==> src/rtl/stepper_speed_ramp.sv <==
// Ramped speed/direction profile generator feeding the stepper coil driver.
// Speed moves at most one step per ramp tick; reversals decelerate to zero first.
module stepper_speed_ramp #(
  parameter int unsigned RAMP_DIV = 16
) (
  input  logic       clk,
  input  logic       reset,
  input  logic       enable,
  input  logic [2:0] target_speed,
  input  logic       target_dir,
  output logic [2:0] speed_out,
  output logic       dir_out,
  output logic       moving,
  output logic       at_target,
  output logic [2:0] state
);

  localparam int unsigned PW = $clog2(RAMP_DIV);

  typedef enum logic [2:0] {
    IDLE    = 3'd0,
    ACCEL   = 3'd1,
    CRUISE  = 3'd2,
    DECEL   = 3'd3,
    REVERSE = 3'd4
  } state_t;

  state_t        state_q;
  state_t        state_nxt;
  logic [PW-1:0] pcnt;
  logic          tick;
  logic [2:0]    eff_target;
  logic [2:0]    speed_nxt;
  logic          dir_nxt;

  assign eff_target = enable ? target_speed : 3'd0;
  assign tick       = (pcnt == PW'(RAMP_DIV - 1));

  always_comb begin
    speed_nxt = speed_out;
    dir_nxt   = dir_out;
    if (dir_out != target_dir) begin
      // A reversal only flips direction once stopped, and never on a speed-change edge.
      if (speed_out == 3'd0)
        dir_nxt = target_dir;
      else if (tick)
        speed_nxt = speed_out - 3'd1;
    end else if (tick) begin
      if (speed_out < eff_target)
        speed_nxt = speed_out + 3'd1;
      else if (speed_out > eff_target)
        speed_nxt = speed_out - 3'd1;
    end
  end

  // State reports the classification of the outputs being loaded this edge.
  always_comb begin
    state_nxt = IDLE;
    if (dir_nxt != target_dir)
      state_nxt = REVERSE;
    else if (speed_nxt == 3'd0 && eff_target == 3'd0)
      state_nxt = IDLE;
    else if (speed_nxt < eff_target)
      state_nxt = ACCEL;
    else if (speed_nxt == eff_target)
      state_nxt = CRUISE;
    else
      state_nxt = DECEL;
  end

  always_ff @(posedge clk) begin
    if (reset) begin
      pcnt      <= '0;
      speed_out <= '0;
      dir_out   <= 1'b0;
      state_q   <= IDLE;
    end else begin
      pcnt      <= tick ? '0 : pcnt + 1'b1;
      speed_out <= speed_nxt;
      dir_out   <= dir_nxt;
      state_q   <= state_nxt;
    end
  end

  assign state     = state_q;
  assign moving    = (speed_out != 3'd0);
  assign at_target = (speed_out == eff_target) &&
                     ((dir_out == target_dir) || (eff_target == 3'd0));

endmodule
==> config.mk <==
export PLATFORM = sky130hd
export DESIGN_NAME = stepper_speed_ramp
export DESIGN_NICKNAME = d
export VERILOG_FILES = /design/src/rtl/stepper_speed_ramp.sv
export SDC_FILE = /design/constraint.sdc
export NUM_CORES = 1
export LEC_CHECK = 0
export ABC_AREA = 1
export CORE_MARGIN = 2
export CORE_UTILIZATION = 54
export DETAILED_ROUTE_END_ITERATION = 7
export PLACE_DENSITY = 0.83
export SLEW_MARGIN = 20
export SYNTH_ARGS = -nofsm -noshare
export SYNTH_HDL_FRONTEND = slang
export SYNTH_SLANG_ARGS = --single-unit
==> constraint.sdc <==
create_clock -name clk -period 5.1 [get_ports clk]
set_input_delay 1.02 -clock clk [delete_from_list [all_inputs] [get_ports clk]]
set_output_delay 1.02 -clock clk [all_outputs]
set_load 0.05 [all_outputs]
== After elaboration in Yosys (flattened, before gate mapping) ==
Cells that the tools add are included.

* Flip-flop bits (word level): 11
* Input port bits: 7
* Output and inout bits: 9
* Logic and storage cells: 41

* $add $sub $neg: 3
* Magnitude comparators: 3
* Eq/ne operators: 6
* Multiplexer cells: 13
* Reduce and logical (&&, ||, !) cells: 10

{| class="wikitable"
|+ Operators by type and width
! kind !! number
|-
| $mux 3 || 8
|-
| $logic_not 3->1 || 3
|-
| $eq 3x3->1 || 2
|-
| $lt 3x3->1 || 2
|-
| $add 4x1->4 const B || 1
|-
| $eq 4x4->1 const B || 1
|-
| $mux 2 || 2
|-
| $reduce_or 4->1 || 1
|-
| $add 3x1->3 const B || 1
|-
| $gt 3x3->1 || 1
|-
| $mux 1 || 3
|-
| $reduce_bool 3->1 || 1
|-
| $reduce_or 3->1 || 1
|-
| $sub 3x1->3 const B || 1
|-
| $logic_and 1x1->1 || 2
|-
| $ne 1x1->1 || 2
|-
| $reduce_or 2->1 || 1
|-
| $eq 1x1->1 || 1
|-
| $logic_or 1x1->1 || 1
|}

== Longest topological paths before layout ==
* Depth after elaboration: 11
* Mapped depth: 19
* Depth with buffers taken out: 19

== Worst setup path after synthesis ==
No wires, ideal clock.

* Path kind: input to output
* Start: in enable
* End: out at_target
* Data arrival time: 2423 ps
* Required time: 4080 ps
* Setup slack: 1657 ps
* Cell stages on the path: 6
* Path buffers: 0
* Path through: nand2_1 > ha_1 > nand2_1 > inv_1 > nand3_2 > a21oi_1

* Longest elaborated chain between the ends: 4
* Elaborated cells on any way between the ends: 5
* Classes of those cells: eq/ne: 1; mux: 1; reduce/logical: 3

{| class="wikitable"
|+ Ends and longest elaborated chain
! what !! line !! text
|-
| start: declaration || 8 || <nowiki>input logic enable,</nowiki>
|-
| $mux 3 (*) || 36 || <nowiki>assign eff_target = enable ? target_speed : 3'd0;</nowiki>
|-
| $logic_not 3->1 || 88 || <nowiki>((dir_out == target_dir) || (eff_target == 3'd0));</nowiki>
|-
| $logic_or 1x1->1 || 88 ||
|-
| $logic_and 1x1->1 (*) || 87 || <nowiki>assign at_target = (speed_out == eff_target) &&</nowiki>
|-
| end: declaration || 14 || <nowiki>output logic at_target,</nowiki>
|}

Every way passes the cells marked *; elsewhere a longest branch is shown, timed or not.

== Final worst setup path ==
Ends and elaborated chain as after synthesis.

==> impl_metrics.py <==
metrics = {
    "cells_and_area": {
        "utilization": 0.698,
        "layout.nets": 155,
        "layout-drive-gt1-share": 0.138,
        "syn_to_final_growth_pct": 23.8,
        "n_antenna_cell": 0,
    },
    "grt": {
        "antenna_found_initial": 0,
        "grt_pass1_vias": 802,
        "grt_remaining_overflow": 0,
        "grt_pass1_wl_um": 3230,
        "grt_max_degree": 8,
        "grt_usage": 0.225,
    },
    "sta": {
        "setup_viol": 0,
        "fin_tns_setup_ns": 0,
        "grt_setup_unrepaired": "false",
        "worst_clock_skew_ns": 0.00259,
        "finalMaxSlewViolations": 0,
        "worst_pin_slew_ns": 0.495,
        "slew-limit-headroom": 0.669,
        "min_period_ns": 4.32,
        "final-hold-violation-count": 0,
        "finalCritPeriodShare": 0.846,
        "fmax_mhz": 232,
    },
    "worst_setup_path": {
        "r2r_slack_ns": 2.58,
        "r2r-start": "speed_out[2]",
        "path_class": "primary input to output pin",
        "start_kind": "primary input",
        "endpoint_kind": "output pin",
        "cp.required_ns": 4.08,
        "r2r-end": "state[0]",
        "r2r_cells": 17,
        "cp_max_fo": 5,
        "worstPathArrival_ns": 3.30,
    },
    "floorplan": {
        "die_y_um": 43.2,
        "start_util": 0.564,
        "dieWidth_um": 43.2,
        "io_pins": 16,
        "core_mm2": 0.00147,
        "num_rows": 14,
        "design.die.area_mm2": 0.00187,
    },
    "min_path": {
        "hold-path-cell-count": 1,
        "worstHoldStart": "pcnt[0]",
        "hold_class": "register to register",
        "hold_end": "pcnt[0]",
    },
    "clock_network": {
        "cts_tree": "done",
        "cts_setup_buffers": 0,
        "clockBufferDepth": 2,
        "clkTransAtPathRegs_ns": 0.07,
        "cts_buffers": 3,
        "ctsHoldBuffers": 0,
        "root_buffer": "clkbuf_4",
        "htreeDepth": 1,
        "clock-sinks": 11,
        "clk_latency_ns": 0.26,
        "cts_resized": 0,
    },
    "detailed_routing": {
        "drc": 0,
        "first_pass_iters": 4,
        "via_per_inst": 5.21,
        "ant_nets": 0,
        "routed_wl_um": 1780,
        "avgRoutedWirePerCell_um": 11.6,
        "drt-initial-drc-count": 8,
        "vias": 802,
    },
    "power": {
        "p_leak_nw": 0.551,
        "powerDensity_mw_per_mm2": 244,
        "ir_worst_vdd_v": 0.000198,
    },
    "yosys": {
        "netlist_area_um2": 830,
        "yosys_register_bits": 11,
        "ys_warn_count": 0,
        "synth_cells": 119,
        "syn_area_per_cell_um2": 6.97,
        "ys_seq_area_frac": 0.265,
        "ys_types": 20,
        "synthesis.nets": 135,
    },
    "outcome": {
        "run_status": "completed",
    },
    "run": {
        "drv_cap": 0,
    },
    "placement": {
        "gp_congestion": 0.884,
        "portBuffers": 15,
        "hpwl_um": 1490,
    },
}
worst max-delay path, stage by stage:
cell and delay (ns):
clkdlybuf4s50_1 0.54, nand2_1 0.13, ha_1 0.32, nand2_1 0.07
inv_1 0.14, nand3_2 0.12, a21oi_1 0.14, clkdlybuf4s50_1 0.82
how the worst max path moves through the flow:
stage,start,to,slack (ns)
5_1_grt,enable,at_target,0.71
4_1_cts,enable,at_target,0.79
3_5_place_dp,enable,at_target,0.79
6_report,enable,at_target,0.78
3_3_place_gp,enable,at_target,0.88
2_1_floorplan,enable,at_target,1.66
routing by layer:
metal / track usage / part of all wire / vias up
li1: - / - / 421
met1: 0.253 / 0.45 / 364
met2: 0.418 / 0.52 / 15
met3: 0.0255 / 0.028 / 2
met4: 0.0970 / 0.0095 / 0
met5: 0 / 0 / -
flip-flops by register name (all words and copies together) (netlist names):
| register | count |
|---|---|
| dir_out | 1 |
| pcnt | 4 |
| state | 3 |
| speed_out | 3 |
logic make-up after synthesis:
group,after synthesis,share of synthesized area
compound gates,11,0.0920
xor+xnor,2,0.0211
fa+ha+maj,9,0.136
buf+inv,19,0.0890
flops,11,0.265
simple gates,67,0.397
cells in the mapped netlist (all sizes together):
cell,count,area share
nor3b,1,0.0091
xnor2,2,0.021
dfxtp,11,0.27
nand2,38,0.19
ha,9,0.14
a21oi,4,0.024
a211oi,1,0.0091
nor2,17,0.12
nand3,9,0.066
inv,19,0.089
o211ai,3,0.027
nand4,2,0.015
o21ai,3,0.032
cells in the final DEF, fill, tap and decap left out, drive strengths merged:
cell	instances
nand2	38
inv	19
nor2	17
clkdlybuf4s50	15
dfxtp	11
ha	9
nand3	9
a21oi	4
o211ai	3
clkbuf	3
o21ai	3
nand4	2
xnor2	2
a211oi	1
nor3b	1
clkinv	1
power by group:
group | internal, mW | switching, mW
Clock | 0.0289 | 0.0272
Combinational | 0.0351 | 0.0624
Sequential | 0.0924 | 0.00463
stage by stage:
stage          power (mW)  hold WS (ns)  cells  area (um2)  setup WS, ns
2_1_floorplan       0.168         0.418    119         830          1.66
3_3_place_gp        0.193         0.433    150        1000         0.884
3_5_place_dp        0.196         0.440    150        1000         0.791
4_1_cts             0.254         0.454    154        1030         0.790
5_1_grt             0.268         0.478    154        1030         0.708
6_report            0.251         0.455    154        1030         0.783
area by class of cell:
type	count	area [um2]
Multi-Input combinational cell	89	536
Fill cell	139	444
Sequential cell	11	220
Timing Repair Buffer	15	150
Inverter	19	73.8
Clock buffer	3	22.5
Tap cell	16	20.0
Clock inverter	1	5.00
Power figures use the tool's default switching activity.
